[src/rtl/axi_stream_width_upsizer_if.sv]
// -----------------------------------------------------------------------------
// axi_stream_width_upsizer_if
//   Handshake bundle for the narrow-to-wide AXI-Stream packer. It carries both
//   the narrow input stream and the wide output stream of one packer instance.
//
//   Signals
//     s_valid_i / s_data_i / s_last_i / s_ready_o : narrow input stream
//     m_valid_o / m_data_o / m_last_o / m_fill_o / m_ready_i : wide output stream
//
//   Modports
//     slave  : the packer's view (consumes the narrow stream, produces the wide one)
//     master : the surrounding logic's view (feeds beats, absorbs words)
// -----------------------------------------------------------------------------
interface axi_stream_width_upsizer_if #(
   parameter int INPUT_WIDTH  = 1,
   parameter int OUTPUT_WIDTH = 8
);
   localparam int RATIO  = OUTPUT_WIDTH / INPUT_WIDTH;
   localparam int FILL_W = $clog2(RATIO + 1);

   logic                    s_valid_i;
   logic [INPUT_WIDTH-1:0]  s_data_i;
   logic                    s_last_i;
   logic                    s_ready_o;
   logic                    m_ready_i;
   logic                    m_valid_o;
   logic [OUTPUT_WIDTH-1:0] m_data_o;
   logic                    m_last_o;
   logic [FILL_W-1:0]       m_fill_o;

   modport slave (
      input  s_valid_i, s_data_i, s_last_i, m_ready_i,
      output s_ready_o, m_valid_o, m_data_o, m_last_o, m_fill_o
   );

   modport master (
      output s_valid_i, s_data_i, s_last_i, m_ready_i,
      input  s_ready_o, m_valid_o, m_data_o, m_last_o, m_fill_o
   );
endinterface

[src/rtl/axi_stream_width_upsizer.sv]
// -----------------------------------------------------------------------------
// axi_stream_width_upsizer
//   Gathers RATIO = OUTPUT_WIDTH/INPUT_WIDTH narrow beats into one wide word.
//   A beat flagged last closes the word early; the remaining slots are zero and
//   m_fill_o reports how many beats the word holds (1..RATIO).
//
//   Ports
//     clk    : rising-edge clock
//     resetn : synchronous active-low reset; drops any partial word
//     bus    : axi_stream_width_upsizer_if.slave
//              s_valid_i/s_data_i/s_last_i in, s_ready_o out  (narrow side)
//              m_valid_o/m_data_o/m_last_o/m_fill_o out, m_ready_i in (wide side)
//
//   Parameters
//     INPUT_WIDTH  : bits per input beat
//     OUTPUT_WIDTH : bits per output word (multiple of INPUT_WIDTH, larger)
//     MSB_FIRST    : 1 = first beat in the word MSBs, 0 = first beat in the LSBs
// -----------------------------------------------------------------------------
module axi_stream_width_upsizer #(
   parameter int INPUT_WIDTH  = 1,
   parameter int OUTPUT_WIDTH = 8,
   parameter bit MSB_FIRST    = 1'b1
) (
   input logic                        clk,
   input logic                        resetn,
   axi_stream_width_upsizer_if.slave  bus
);
   localparam int RATIO  = OUTPUT_WIDTH / INPUT_WIDTH;
   localparam int CNT_W  = (RATIO > 1) ? $clog2(RATIO) : 1;
   localparam int FILL_W = $clog2(RATIO + 1);

   generate
      if ((OUTPUT_WIDTH % INPUT_WIDTH) != 0 || OUTPUT_WIDTH <= INPUT_WIDTH) begin : g_bad_width
         $error("axi_stream_width_upsizer: OUTPUT_WIDTH must be a larger multiple of INPUT_WIDTH");
      end
   endgenerate

   // Moves one beat into its slot of an otherwise zero word.
   function automatic logic [OUTPUT_WIDTH-1:0] place_beat(
      input logic [INPUT_WIDTH-1:0] d,
      input logic [CNT_W-1:0]       k
   );
      int slot;
      slot = MSB_FIRST ? (RATIO - 1 - int'(k)) : int'(k);
      return OUTPUT_WIDTH'(d) << (slot * INPUT_WIDTH);
   endfunction

   logic [CNT_W-1:0]        count_q;
   logic [OUTPUT_WIDTH-1:0] acc_q;
   logic                    m_valid_q;
   logic [OUTPUT_WIDTH-1:0] m_data_q;
   logic                    m_last_q;
   logic [FILL_W-1:0]       m_fill_q;

   logic                    s_ready;
   logic                    s_acc;
   logic                    m_acc;
   logic                    complete;
   logic [OUTPUT_WIDTH-1:0] acc_with_beat;

   // The output register is refilled on the same edge it is emptied, so the
   // input may proceed whenever the register is empty or being taken.
   assign s_ready       = ~m_valid_q | bus.m_ready_i;
   assign s_acc         = bus.s_valid_i & s_ready;
   assign m_acc         = m_valid_q & bus.m_ready_i;
   assign complete      = s_acc & (bus.s_last_i | (count_q == CNT_W'(RATIO - 1)));
   // Unfilled slots of acc_q are always zero, so OR-ing in the beat is enough.
   assign acc_with_beat = acc_q | place_beat(bus.s_data_i, count_q);

   always_ff @(posedge clk) begin
      if (!resetn) begin
         count_q   <= '0;
         acc_q     <= '0;
         m_valid_q <= 1'b0;
         m_data_q  <= '0;
         m_last_q  <= 1'b0;
         m_fill_q  <= '0;
      end else if (complete) begin
         // A completing beat can only be accepted when the output register is
         // free, so loading it here never overwrites an untaken word.
         m_valid_q <= 1'b1;
         m_data_q  <= acc_with_beat;
         m_last_q  <= bus.s_last_i;
         m_fill_q  <= FILL_W'(count_q) + FILL_W'(1);
         acc_q     <= '0;
         count_q   <= '0;
      end else begin
         if (s_acc) begin
            acc_q   <= acc_with_beat;
            count_q <= count_q + CNT_W'(1);
         end
         // Data/last/fill keep their last value after the word is taken.
         if (m_acc) begin
            m_valid_q <= 1'b0;
         end
      end
   end

   assign bus.s_ready_o = s_ready;
   assign bus.m_valid_o = m_valid_q;
   assign bus.m_data_o  = m_data_q;
   assign bus.m_last_o  = m_last_q;
   assign bus.m_fill_o  = m_fill_q;
endmodule

[src/flat_wrapper.sv]
// flat-port wrapper written by rule: the top's interface ports become plain ports
module axi_stream_width_upsizer_flat 
#(
   parameter int INPUT_WIDTH  = 1,
   parameter int OUTPUT_WIDTH = 8,
   parameter bit MSB_FIRST    = 1'b1
)
  (clk, resetn, bus_s_valid_i, bus_s_data_i, bus_s_last_i, bus_m_ready_i, bus_s_ready_o, bus_m_valid_o, bus_m_data_o, bus_m_last_o, bus_m_fill_o);
  axi_stream_width_upsizer_if #(.INPUT_WIDTH(INPUT_WIDTH), .OUTPUT_WIDTH(OUTPUT_WIDTH)) bus_i ();
  input logic clk;
  input logic resetn;
  input wire logic [$bits(bus_i.s_valid_i)-1:0] bus_s_valid_i;
  input wire logic [$bits(bus_i.s_data_i)-1:0] bus_s_data_i;
  input wire logic [$bits(bus_i.s_last_i)-1:0] bus_s_last_i;
  input wire logic [$bits(bus_i.m_ready_i)-1:0] bus_m_ready_i;
  output wire logic [$bits(bus_i.s_ready_o)-1:0] bus_s_ready_o;
  output wire logic [$bits(bus_i.m_valid_o)-1:0] bus_m_valid_o;
  output wire logic [$bits(bus_i.m_data_o)-1:0] bus_m_data_o;
  output wire logic [$bits(bus_i.m_last_o)-1:0] bus_m_last_o;
  output wire logic [$bits(bus_i.m_fill_o)-1:0] bus_m_fill_o;
  assign bus_i.s_valid_i = bus_s_valid_i;
  assign bus_i.s_data_i = bus_s_data_i;
  assign bus_i.s_last_i = bus_s_last_i;
  assign bus_i.m_ready_i = bus_m_ready_i;
  assign bus_s_ready_o = bus_i.s_ready_o;
  assign bus_m_valid_o = bus_i.m_valid_o;
  assign bus_m_data_o = bus_i.m_data_o;
  assign bus_m_last_o = bus_i.m_last_o;
  assign bus_m_fill_o = bus_i.m_fill_o;
  axi_stream_width_upsizer #(.INPUT_WIDTH(INPUT_WIDTH), .OUTPUT_WIDTH(OUTPUT_WIDTH), .MSB_FIRST(MSB_FIRST)) u_core (.clk(clk), .resetn(resetn), .bus(bus_i));
endmodule
[config.mk]
export PLATFORM = sky130hd
export DESIGN_NAME = axi_stream_width_upsizer_flat
export DESIGN_NICKNAME = d
export VERILOG_FILES = /design/src/rtl/axi_stream_width_upsizer_if.sv /design/src/rtl/axi_stream_width_upsizer.sv /design/src/flat_wrapper.sv
export SDC_FILE = /design/constraint.sdc
export NUM_CORES = 1
export LEC_CHECK = 0
export CORE_UTILIZATION = 48
export CTS_BUF_LIST = sky130_fd_sc_hd__clkbuf_4
export CTS_CLUSTER_DIAMETER = 120
export DETAILED_ROUTE_END_ITERATION = 8
export GPL_ROUTABILITY_DRIVEN = 1
export HOLD_SLACK_MARGIN = 0.12
export PLACE_DENSITY = 0.74
export SYNTH_ARGS = -nofsm -noshare
export SYNTH_HDL_FRONTEND = slang
export SYNTH_SLANG_ARGS = --single-unit
[constraint.sdc]
create_clock -name clk -period 1.7 [get_ports clk]
set_input_delay 0.34 -clock clk [delete_from_list [all_inputs] [get_ports clk]]
set_output_delay 0.34 -clock clk [all_outputs]
set_load 0.01 [all_outputs]
==> impl_metrics.tcl <==
set metrics [dict create \
    drive_above_1_share 0.194 \
    first_pass_iters 4 \
    viasPerCell 5.42 \
    place_congestion 0.789 \
    synth_area_leaders "dfxtp_1, o2bb2ai_1, a21oi_1, nor3_2, a41oi_1" \
    grt-ovfl-total 0 \
    r2r.worst_path.cells 5 \
    grt_pass1_wl_um 3330 \
    ant_nets 0 \
    grt_pass1_vias 782 \
    cp-endpoint "u_core.acc_q[3]$_SDFFE_PP0P_" \
    htreeDepth 1 \
    crit_fanout 11 \
    io_pins 21 \
    maxSlewHeadroom 0.790 \
    rsz0062_at_grt "no" \
    grt_usage 0.215 \
    syn_inst 101 \
    syn_nets 109 \
    drc 0 \
    rr_startpoint "u_core.count_q[0]$_SDFFE_PP0P_" \
    path_depth 5 \
    crit_path_start_kind "flip-flop" \
    power_density_nw_per_um2 775 \
    syn_avg_cell_area_um2 10.0 \
    cp_slowest_cell "a31o_2" \
    setup_viol 0 \
    clk_pin_slew_ns 0.13 \
    yosysTopAreaCell "dfxtp_1" \
    cpMostUsedCell "ha_1" \
    worst_clock_skew_ns 0.00563 \
    dieArea_um2 2290 \
    status "finished clean" \
    holdPathStages 1 \
    root_buffer "clkbuf_4" \
    final_common_cell "dfxtp_1" \
    crit_path_start "u_core.count_q[0]$_SDFFE_PP0P_" \
    ir_drop_mv 0.546 \
    arrival_ns 1.83 \
    max_freq_ghz 0.635 \
    synthToLayoutAreaGrowth_pct 30.0 \
    cts_setup_buffers 0 \
    place_area_um2 1280 \
    grt_max_degree 14 \
    yosys.area.top_type_share 0.496 \
    tightest_slew_ns 0.315 \
    synthesis.area_um2 1010 \
    holdWs_ns 0.472 \
    die_w_um 47.9 \
    power.static_leakage_nw 0.458 \
    finalHoldViolations 0 \
    cap_violations 0 \
    seq_area_frac_synth 0.496 \
    cts.sinks 25 \
    yosys.cell_types.count 26 \
    synth_warnings 0 \
    fin_crit_ns 1.57 \
    crit_buf_inv 0 \
    required_ns 1.95 \
    end_kind "flip-flop" \
    final_area_um2 1310 \
    start_util 0.515 \
    dp_slack_ns -0.121 \
    numPortBuffers 20 \
    vias 845 \
    r2r_slack_ns 0.13 \
    crit_family "simple AND/OR/NAND/NOR gates" \
    core_um2 1960 \
    avgRoutedWirePerCell_um 13.2 \
    crit_path_max_incr_delay_ns 0.35 \
    report.final.slew_viol_count 0 \
    clock_latency_ns 0.32 \
    wl_um 2050 \
    layout_common_cells "dfxtp_1, clkdlybuf4s50_1, a21oi_1" \
    postCtsHoldBufs 0 \
    postLayoutSetupSlackWorst_ns 0.125 \
    crit-reg2reg-capture "u_core.acc_q[3]$_SDFFE_PP0P_" \
    cp_cell_sequence "ha_1 -> ha_1 -> or2_4 -> a31o_2 -> nor3_2" \
    hp-class "flip-flop to flip-flop" \
    antenna_found_initial 0 \
    clk_path_buf_depth 2 \
    drt_iter0_drc 19 \
    rows 16 \
    die_h_um 47.9 \
    cts_tree "yes" \
    ys_ff_latch 25 \
    worst-setup-path-type "flip-flop to flip-flop" \
    diodes 0 \
    finalCritPeriodShare 0.926 \
    fin_nets 138 \
    cts_buffers 3 \
    dp_hpwl_um 1500 \
]
[kinds of logic after synthesis]
| logic type | after synthesis | share of synthesized area |
|---|---|---|
| flip-flops | 25 | 0.496 |
| AO/OA/AOI/OAI | 39 | 0.268 |
| adder cells (fa/ha/maj) | 2 | 0.0248 |
| AND/OR/NAND/NOR | 22 | 0.147 |
| buffers and inverters | 13 | 0.0644 |
[metrics by stage]
step,instances,power [mW],util,setup TNS (ns)
6_report,156,1.02,0.669,0
5_1_grt,156,1.06,0.669,0
4_1_cts,156,1.02,0.669,0
3_5_place_dp,152,0.750,0.654,-1.18
3_3_place_gp,152,0.749,0.654,-0.805
2_1_floorplan,101,0.696,-,0
[flip-flops by register name, summed over array words and instances, names as in the netlist]
| signal | cells |
|---|---|
| u_core.acc_q | 8 |
| u_core.bus.m_data_o | 8 |
| u_core.bus.m_fill_o | 4 |
| u_core.bus.m_last_o | 1 |
| u_core.bus.m_valid_o | 1 |
| u_core.count_q | 3 |
[report_power, final]
group | switching, mW | total [mW] | internal, mW
logic | 0.0706 | 0.133 | 0.0628
clock network | 0.171 | 0.279 | 0.108
registers | 0.00593 | 0.604 | 0.599
total | 0.248 | 1.02 | 0.769
[cell type report]
cell class / instances / area, um2
clock buffers: 4 / 30.0
fillers: 184 / 649
inverters: 6 / 22.5
well taps: 27 / 33.8
repair buffers: 31 / 282
multi-input cells: 63 / 444
flip-flops and latches: 25 / 500
[routing by layer]
metal / vias up / global-route usage / wire, um
met5: - / 0 / 0
met4: 0 / 0.133 / 55
met3: 5 / 0.0453 / 85
met2: 19 / 0.327 / 910
met1: 389 / 0.278 / 1000
li1: 432 / - / -
[how the worst min path moves through the flow]
stage / startpoint / to
2_1_floorplan: u_core.acc_q[6]$_SDFFE_PP0P_ / u_core.acc_q[6]$_SDFFE_PP0P_
3_3_place_gp: u_core.bus.m_data_o[4]$_SDFFE_PN0P_ / u_core.bus.m_data_o[4]$_SDFFE_PN0P_
3_5_place_dp: u_core.bus.m_data_o[0]$_SDFFE_PN0P_ / u_core.bus.m_data_o[0]$_SDFFE_PN0P_
4_1_cts: u_core.bus.m_data_o[0]$_SDFFE_PN0P_ / u_core.bus.m_data_o[0]$_SDFFE_PN0P_
5_1_grt: u_core.bus.m_fill_o[1]$_SDFFE_PN0P_ / u_core.bus.m_fill_o[1]$_SDFFE_PN0P_
6_report: u_core.bus.m_data_o[0]$_SDFFE_PN0P_ / u_core.bus.m_data_o[0]$_SDFFE_PN0P_
[timing repair]
item	4_1_cts	5_1_grt
resized for setup	1	1
pin swaps	0	0
endpoints found under the setup margin	1	4
[synth_stat cells (all sizes together)]
cell and instances:
a21oi 14, a31o 1, a31oi 4, a41oi 4, buf 6, clkbuf 1
dfxtp 25, ha 2, inv 6, nand2 1, nand3 4, nand4 1
nor2 4, nor2b 3, nor3 6, nor3b 1, o21ai 4, o2bb2ai 12
or2 1, or3 1
Power figures use the tool's default switching activity.
